<file path="src/rtl/pc_gen_if.sv">
// Fetch-request bus between the program counter and the instruction memory.
// The master side (pc_gen) issues pc_o; the slave side accepts with fetch_ready_i.
interface pc_gen_if #(
  parameter int ADDR_W = 32
);
  logic              fetch_valid_o;
  logic              fetch_ready_i;
  logic [ADDR_W-1:0] pc_o;
  logic              redirect_o;

  modport master (
    output fetch_valid_o,
    output pc_o,
    output redirect_o,
    input  fetch_ready_i
  );

  modport slave (
    input  fetch_valid_o,
    input  pc_o,
    input  redirect_o,
    output fetch_ready_i
  );
endinterface

</file>
<file path="src/rtl/pc_gen.sv">
// Program counter at the head of fetch: valid/ready fetch requests, trap/jump
// redirects with a pending buffer for stalls, and a debug halt/resume FSM.
module pc_gen #(
  parameter int                ADDR_W   = 32,
  parameter logic [ADDR_W-1:0] RESET_PC = '0,
  parameter bit                C_EXT    = 1'b1,
  parameter int                HOLD_W   = 3
) (
  input  logic              clk,
  input  logic              rst_n,
  input  logic              jtag_reset_i,
  input  logic              halt_req_i,
  output logic              halted_o,
  input  logic              trap_flag_i,
  input  logic [ADDR_W-1:0] trap_addr_i,
  input  logic              jump_flag_i,
  input  logic [ADDR_W-1:0] jump_addr_i,
  input  logic [HOLD_W-1:0] hold_flag_i,
  input  logic              comp_i,
  pc_gen_if.master          fetch_bus
);

  typedef enum logic [1:0] {
    BOOT = 2'd0,
    RUN  = 2'd1,
    HALT = 2'd2
  } state_t;

  state_t            state_reg, state_next;
  logic [ADDR_W-1:0] pc_reg, pc_next;
  logic [ADDR_W-1:0] pend_addr_reg, pend_addr_next;
  logic              pend_valid_reg, pend_valid_next;
  logic              pend_trap_reg, pend_trap_next;
  logic              redirect_reg, redirect_next;

  logic              fetch_valid;
  logic              accept;
  logic [ADDR_W-1:0] trap_tgt;
  logic [ADDR_W-1:0] jump_tgt;
  logic [ADDR_W-1:0] step;

  // Targets are forced onto an instruction boundary before they reach pc.
  function automatic logic [ADDR_W-1:0] align(input logic [ADDR_W-1:0] addr);
    logic [ADDR_W-1:0] res;
    res = addr;
    res[0] = 1'b0;
    if (!C_EXT) res[1] = 1'b0;
    return res;
  endfunction

  assign fetch_valid = (state_reg == RUN);
  assign accept      = fetch_valid && fetch_bus.fetch_ready_i;
  assign trap_tgt    = align(trap_addr_i);
  assign jump_tgt    = align(jump_addr_i);
  assign step        = (C_EXT && comp_i) ? ADDR_W'(2) : ADDR_W'(4);

  always_comb begin
    state_next      = state_reg;
    pc_next         = pc_reg;
    pend_addr_next  = pend_addr_reg;
    pend_valid_next = pend_valid_reg;
    pend_trap_next  = pend_trap_reg;
    redirect_next   = 1'b0;

    case (state_reg)
      BOOT: begin
        state_next = RUN;
      end

      RUN: begin
        if (accept) begin
          if (trap_flag_i) begin
            pc_next       = trap_tgt;
            redirect_next = 1'b1;
          end else if (jump_flag_i) begin
            pc_next       = jump_tgt;
            redirect_next = 1'b1;
          end else if (pend_valid_reg) begin
            pc_next       = pend_addr_reg;
            redirect_next = 1'b1;
          end else if (hold_flag_i == '0) begin
            pc_next = pc_reg + step;
          end
          // Any redirect taken here supersedes whatever was buffered.
          pend_valid_next = 1'b0;
          pend_trap_next  = 1'b0;
          if (halt_req_i) state_next = HALT;
        end else begin
          // Stalled: remember the newest redirect, but a jump may not displace a trap.
          if (trap_flag_i) begin
            pend_addr_next  = trap_tgt;
            pend_valid_next = 1'b1;
            pend_trap_next  = 1'b1;
          end else if (jump_flag_i && !(pend_valid_reg && pend_trap_reg)) begin
            pend_addr_next  = jump_tgt;
            pend_valid_next = 1'b1;
            pend_trap_next  = 1'b0;
          end
        end
      end

      HALT: begin
        if (trap_flag_i) begin
          pend_addr_next  = trap_tgt;
          pend_valid_next = 1'b1;
          pend_trap_next  = 1'b1;
        end
        if (!halt_req_i) begin
          state_next = RUN;
          if (trap_flag_i) begin
            pc_next       = trap_tgt;
            redirect_next = 1'b1;
          end else if (pend_valid_reg) begin
            pc_next       = pend_addr_reg;
            redirect_next = 1'b1;
          end
          pend_valid_next = 1'b0;
          pend_trap_next  = 1'b0;
        end
      end

      default: begin
        state_next = BOOT;
      end
    endcase
  end

  always_ff @(posedge clk) begin
    if (!rst_n || jtag_reset_i) begin
      state_reg      <= BOOT;
      pc_reg         <= RESET_PC;
      pend_addr_reg  <= '0;
      pend_valid_reg <= 1'b0;
      pend_trap_reg  <= 1'b0;
      redirect_reg   <= 1'b0;
    end else begin
      state_reg      <= state_next;
      pc_reg         <= pc_next;
      pend_addr_reg  <= pend_addr_next;
      pend_valid_reg <= pend_valid_next;
      pend_trap_reg  <= pend_trap_next;
      redirect_reg   <= redirect_next;
    end
  end

  assign fetch_bus.fetch_valid_o = fetch_valid;
  assign fetch_bus.pc_o          = pc_reg;
  assign fetch_bus.redirect_o    = redirect_reg;
  assign halted_o                = (state_reg == HALT);

endmodule

</file>
<file path="src/flat_wrapper.sv">
// flat-port wrapper written by rule: the top's interface ports become plain ports
module pc_gen_flat 
#(
  parameter int                ADDR_W   = 32,
  parameter logic [ADDR_W-1:0] RESET_PC = '0,
  parameter bit                C_EXT    = 1'b1,
  parameter int                HOLD_W   = 3
)
  (clk, rst_n, jtag_reset_i, halt_req_i, halted_o, trap_flag_i, trap_addr_i, jump_flag_i, jump_addr_i, hold_flag_i, comp_i, fetch_bus_fetch_valid_o, fetch_bus_pc_o, fetch_bus_redirect_o, fetch_bus_fetch_ready_i);
  pc_gen_if #(.ADDR_W(ADDR_W)) fetch_bus_i ();
  input  logic clk;
  input  logic rst_n;
  input  logic jtag_reset_i;
  input  logic halt_req_i;
  output logic halted_o;
  input  logic trap_flag_i;
  input  logic [ADDR_W-1:0] trap_addr_i;
  input  logic jump_flag_i;
  input  logic [ADDR_W-1:0] jump_addr_i;
  input  logic [HOLD_W-1:0] hold_flag_i;
  input  logic comp_i;
  output wire logic [$bits(fetch_bus_i.fetch_valid_o)-1:0] fetch_bus_fetch_valid_o;
  output wire logic [$bits(fetch_bus_i.pc_o)-1:0] fetch_bus_pc_o;
  output wire logic [$bits(fetch_bus_i.redirect_o)-1:0] fetch_bus_redirect_o;
  input wire logic [$bits(fetch_bus_i.fetch_ready_i)-1:0] fetch_bus_fetch_ready_i;
  assign fetch_bus_fetch_valid_o = fetch_bus_i.fetch_valid_o;
  assign fetch_bus_pc_o = fetch_bus_i.pc_o;
  assign fetch_bus_redirect_o = fetch_bus_i.redirect_o;
  assign fetch_bus_i.fetch_ready_i = fetch_bus_fetch_ready_i;
  pc_gen #(.ADDR_W(ADDR_W), .RESET_PC(RESET_PC), .C_EXT(C_EXT), .HOLD_W(HOLD_W)) u_core (.clk(clk), .rst_n(rst_n), .jtag_reset_i(jtag_reset_i), .halt_req_i(halt_req_i), .halted_o(halted_o), .trap_flag_i(trap_flag_i), .trap_addr_i(trap_addr_i), .jump_flag_i(jump_flag_i), .jump_addr_i(jump_addr_i), .hold_flag_i(hold_flag_i), .comp_i(comp_i), .fetch_bus(fetch_bus_i));
endmodule
</file>
<file path="config.mk">
export PLATFORM = sky130hd
export DESIGN_NAME = pc_gen_flat
export DESIGN_NICKNAME = d
export VERILOG_FILES = /design/src/rtl/pc_gen_if.sv /design/src/rtl/pc_gen.sv /design/src/flat_wrapper.sv
export SDC_FILE = /design/constraint.sdc
export NUM_CORES = 1
export LEC_CHECK = 0
export CORE_ASPECT_RATIO = 1.25
export CORE_MARGIN = 2
export CORE_UTILIZATION = 40
export DETAILED_ROUTE_END_ITERATION = 8
export GPL_TIMING_DRIVEN = 0
export HOLD_SLACK_MARGIN = 0.15
export MAX_ROUTING_LAYER = met4
export PLACE_DENSITY = 0.68
export SETUP_SLACK_MARGIN = 0.1
export SLEW_MARGIN = 20
export SYNTH_ARGS = -nofsm -noshare
export SYNTH_HDL_FRONTEND = slang
export SYNTH_SLANG_ARGS = --single-unit
export TNS_END_PERCENT = 10
</file>
<file path="constraint.sdc">
create_clock -name clk -period 5.55 [get_ports clk]
set_clock_uncertainty 0.1 [all_clocks]
set_input_delay 0.8325 -clock clk [delete_from_list [all_inputs] [get_ports clk]]
set_output_delay 0.8325 -clock clk [all_outputs]
set_load 0.01 [all_outputs]
</file>
**Word-level counts from Yosys, hierarchy flattened**

Index checks and enable logic that the tools add are counted.

- Bits in registers: 69
- Bits of input ports: 75
- Output and inout bits: 35
- Word-level logic and storage cells: 68

- Add/sub/neg operators: 1
- Equality and inequality tests: 12
- Muxes and demuxes: 36
- Reductions and logical operators: 13

Operator list:

| operator | count |
|---|---|
| $mux 32 | 12 |
| $pmux 32 s2 | 2 |
| $add 32x32->32 | 1 |
| $mux 1 | 14 |
| $ne 2x2->1 const B | 4 |
| $mux 2 | 3 |
| $pmux 1 s2 | 3 |
| $pmux 2 s3 | 1 |
| $reduce_and 3->1 | 2 |
| $ne 5x4->1 const B | 1 |
| $reduce_and 5->1 | 1 |
| $ne 4x4->1 const B | 1 |
| $reduce_and 4->1 | 1 |
| $logic_and 1x1->1 | 3 |
| $logic_not 3->1 | 1 |
| $mux 3 | 1 |
| $ne 3x1->1 const B | 1 |
| $ne 3x2->1 const B | 1 |
| $ne 3x3->1 const B | 1 |
| $eq 2x1->1 const B | 1 |
| $eq 2x2->1 const B | 1 |
| $logic_not 1->1 | 2 |
| $logic_not 2->1 | 1 |
| $ne 2x1->1 const B | 1 |
| 2 further kinds | 2 |

**Depth between registers and ports, before layout**

- Depth in word-level cells: 8
- Depth in mapped cells: 10
- Mapped depth without buffers: 8

**Worst setup path before layout**

Ideal clock, no wire load.

- Path kind: input to register
- From: in comp_i
- To: reg u_core.pc_reg[25], in the netlist u_core.fetch_bus.pc_o[25]
- Library setup time: 0.074 ns
- Arrival: 2.731 ns
- Data required time: 5.376 ns
- Path slack: 2.645 ns
- Stages on the path: 9
- Buffers on the path: 1
- Path through: ha_1 -> inv_1 -> fa_1 -> and4b_1 -> clkbuf_1 -> nand3_1 -> or4_1 -> a31o_1 -> a31oi_1

- Cells in the longest elaborated chain, start to end: 8

Ends and longest elaborated chain:

| element | line | RTL |
|---|---|---|
| start: declaration | flat_wrapper.sv:21 | `input logic comp_i;` |
| $mux 3 | pc_gen.sv:55 | `assign step = (C_EXT && comp_i) ? ADDR_W'(2) : ADDR_W'(4);` |
| $add 32x32->32 | pc_gen.sv:82 | `pc_next = pc_reg + step;` |
| $mux 32 | pc_gen.sv:81 | `end else if (hold_flag_i == '0) begin` |
| $mux 32 | pc_gen.sv:78 | `end else if (pend_valid_reg) begin` |
| $mux 32 | pc_gen.sv:75 | `end else if (jump_flag_i) begin` |
| $mux 32 | pc_gen.sv:72 | `if (trap_flag_i) begin` |
| $mux 32 | pc_gen.sv:71 | `if (accept) begin` |
| $pmux 32 s2 | pc_gen.sv:65 | `case (state_reg)` |
| end signal: assignment | pc_gen.sv:138 | `pc_reg <= pc_next;` |
| end: declaration | pc_gen.sv:30 | `logic [ADDR_W-1:0] pc_reg, pc_next;` |

Every way passes these cells. The select of a mux whose other input is x is not followed.
A chain may end at the register's enable or synchronous reset.

**Final worst setup path**

- From: in trap_flag_i
- To: reg u_core.pc_reg[14], in the netlist u_core.fetch_bus.pc_o[14]

- Cells in the longest elaborated chain, start to end: 3
- Elaborated cells on any way between the ends: 8
- Those cells by class: eq/ne (2); mux (5); reduce/logical (1)

Ends and longest elaborated chain:

| element | line | RTL |
|---|---|---|
| start: declaration | flat_wrapper.sv:16 | `input logic trap_flag_i;` |
| $mux 32 (on tied branches) | pc_gen.sv:110, pc_gen.sv:72 |  |
| $mux 32 (on tied branches) | pc_gen.sv:108, pc_gen.sv:71 |  |
| $pmux 32 s2 | pc_gen.sv:65 |  |

Several ways; a longest one is shown, not always the timed one. The select of a mux whose other input is x is not followed.

==> results.yml <==
logic_synthesis:
  synth_top_flop_cell: "dfxtp_1"
  ys_ff_latch: 67
  async_flop_share_pct: 0
  ys_seq_area_share_pct: 30.18
  synth_area_um2: 4444
  synthCells: 611
  synth.distinct_cells: 60
  yosysTopAreaCell: "dfxtp_1"
  avgSynthCellArea_um2: 7.274
  yosys-top-cells-count: "nand2_1, dfxtp_1, nor2_1"
  synth_area_leaders: "dfxtp_1, nand2_1, o21ai_0"
  synth_edf_count: 0
  synth_top_area_share_pct: 30.18
  yosysMostFrequentCell: "nand2_1"
  synth_nets: 692
  yosys_warnings: 0
timing:
  rsz0062_at_grt: "no"
  hold_violations: 0
  max_freq_ghz: 0.2614
  fin_crit_ns: 3.826
  tns_ns: 0
  fin_crit_sh_pct: 68.93
  slew_viol_final: 0
  holdWs_ns: 0.3862
  relSlewSlack_pct: 39.01
  worstMarginPinSlew_ns: 0.9088
  setup_viol_count_final: 0
worst_setup_path:
  worstSetupPathType: "in2reg"
  critical_path_arrival_ns: 3.92
  cp_top_family: "buffers and inverters"
  critPathMaxFanout: 10
  critPathRequiredTime_ns: 5.64
  crit_buf_inv: 4
  cpMostUsedCell: "clkbuf_1"
  path_cells: "clkdlybuf4s50_1, clkbuf_1, nor2_1, a21oi_1, clkbuf_1, clkbuf_1, a31oi_1"
  end_kind: "flip-flop"
  cpPeakStageDelay_ns: 0.63
  critPathLaunchType: "input pin"
  slowest_stage: "clkbuf_1"
routing:
  drt-wirelength-per-cell_um: 23.24
  first_iter_violations: 660
  ant_nets: 0
  routed-via-count: 5674
  vias_per_cell: 6.544
  drc_errors: 0
  dr.pass1.iters: 7
  route.final.wire_length_mm: 20.15
cts:
  cts_resized: 0
  root_buffer: "clkbuf_16"
  cts_buffers: 9
  clk_pin_slew_ns: 0.06
  hold_buffers: 0
  clock_path_buffers: 2
  cts_max_level: 3
  cts_tree: "done"
  insertion_delay_ns: 0.35
  cts_setup_buffers: 0
  cts_sinks: 67
layout:
  antenna_cells: 0
  drive_gt1_share_pct: 2.869
  area_delta_synth_final_pct: 33.92
  fin_nets: 808
  fill_cells: 1090
flow_run:
  cap_violations: 0
global_route:
  antenna_found_initial: 0
  grt-ovfl-total: 0
  grt_pass1_vias: 5449
  grt_pass1_wl_mm: 30.15
  busiest_layer: "met2"
  grt.total_usage_pct: 33.85
  grt_use_met1_pct: 41.33
  use_met2_pct: 53.78
  use_met3_pct: 5.336
  grt_max_degree: 11
floorplanning:
  ios: 110
  initial_core_util_pct: 40.49
  die_y_um: 121.9
  die-area_um2: 11980
  core_um2: 10980
  num_rows: 43
  die_w_um: 98.28
pwr:
  power_density_nw_per_um2: 223.3
  power.switching_w: 0.0003959
  p_sw_share_pct: 29.79
  vdd_drop_max_v: 0.0001318
  p_seq_share_pct: 38.4
  power_leakage_nw: 1.972
  power_frac_comb_pct: 20.1
  cell_internal_pwr_w: 0.0009330
  pwr-share-clk_pct: 41.5
placed_design:
  dp_hpwl_mm: 14.39
  port_buffers: 105
  gp_congestion: 0.9858
hold_path:
  hp-class: "reg2reg"
status:
  status: "finished clean"
==> metrics by stage <==
step	worst slack [ns]	std cells	instance area (um2)	util [%]	power [W]
after floorplan	2.645	611	4444	-	0.0006415
after global placement	1.535	851	5664	51.61	0.0007746
after detailed placement	1.546	851	5670	51.66	0.0007783
after CTS	1.890	867	5944	54.16	0.001313
after global routing	1.666	867	5952	54.23	0.001363
final	1.724	867	5952	54.23	0.001329
==> placed cells by master (no fill, tap or decap), types with 6 or more instances in the layout <==
cell	count
or4_1	6
a21oi_1	18
a311oi_1	32
dfxtp_1	67
inv_1	16
o211ai_1	7
nand2_1	97
a22oi_1	7
and3_1	6
nor2_1	63
a32o_1	7
nand2b_1	6
a31oi_1	19
o21ai_0	57
clkdlybuf4s50_1	105
xnor2_1	6
nor3_1	7
nand3_1	13
a21o_1	7
clkbuf_1	54
a221oi_1	8
nand4_1	8
nor4_1	7
clkbuf_16	9
a221o_1	14
==> per-layer routing <==
| metal | part of all wire [%] | wire length (um) |
|---|---|---|
| met1 | 40 | 7974 |
| met2 | 46 | 9336 |
| met3 | 9.1 | 1842 |
| met4 | 4.9 | 992 |
| met5 | 0 | 0 |
==> final timing paths <==
check | start | to | slack (ns) | cells after the start
setup / recovery | trap_flag_i | u_core.fetch_bus.pc_o[14] | 1.72 | 7
hold / removal | u_core.fetch_bus.pc_o[18] | u_core.fetch_bus.pc_o[18] | 0.39 | 2
setup reg to reg | u_core.state_reg[0] | u_core.fetch_bus.pc_o[14] | 1.87 | 9
hold reg to reg | u_core.fetch_bus.pc_o[18] | u_core.fetch_bus.pc_o[18] | 0.39 | 2
==> worst reg2reg max path, stage by stage, from the launching register on <==
cell and delay (ns):
dfxtp_1 0.35, inv_1 0.08, ha_1 0.22, clkbuf_1 0.22
inv_1 0.33, o21ai_0 0.30, a21oi_1 0.56, clkbuf_1 0.63
clkbuf_1 0.55, a31oi_1 0.17
==> cell families after synthesis <==
kind of cell / after synthesis / synth area share, %
fa+ha+maj: 6 / 1.858
buf+inv: 71 / 6.109
simple gates: 237 / 24.38
other cells: 1 / 0.08438
mux: 2 / 0.4505
flops: 67 / 30.18
compound gates: 216 / 34.77
xor+xnor: 11 / 2.168
==> layout make-up <==
| class | count | area [um2] | share of cell area [%] |
|---|---|---|---|
| Tap cell | 135 | 168.9 | 2.838 |
| Timing Repair Buffer | 105 | 1051 | 17.66 |
| Inverter | 16 | 60.06 | 1.009 |
| Sequential cell | 67 | 1341 | 22.54 |
| Buffer | 55 | 211.5 | 3.553 |
| Clock buffer | 14 | 264.0 | 4.436 |
| Clock inverter | 2 | 10.01 | 0.1682 |
| Multi-Input combinational cell | 473 | 2845 | 47.80 |
==> power groups by stage <==
stage               logic [W]  clock network (W)  registers (W)
floorplan            0.000123                  0       0.000519
global placement     0.000255                  0       0.000520
detailed placement   0.000258                  0       0.000520
CTS                  0.000259           0.000544       0.000510
global route         0.000283           0.000568       0.000512
finish               0.000267           0.000552       0.000510
No activity file was read; power rests on OpenSTA's default activity.
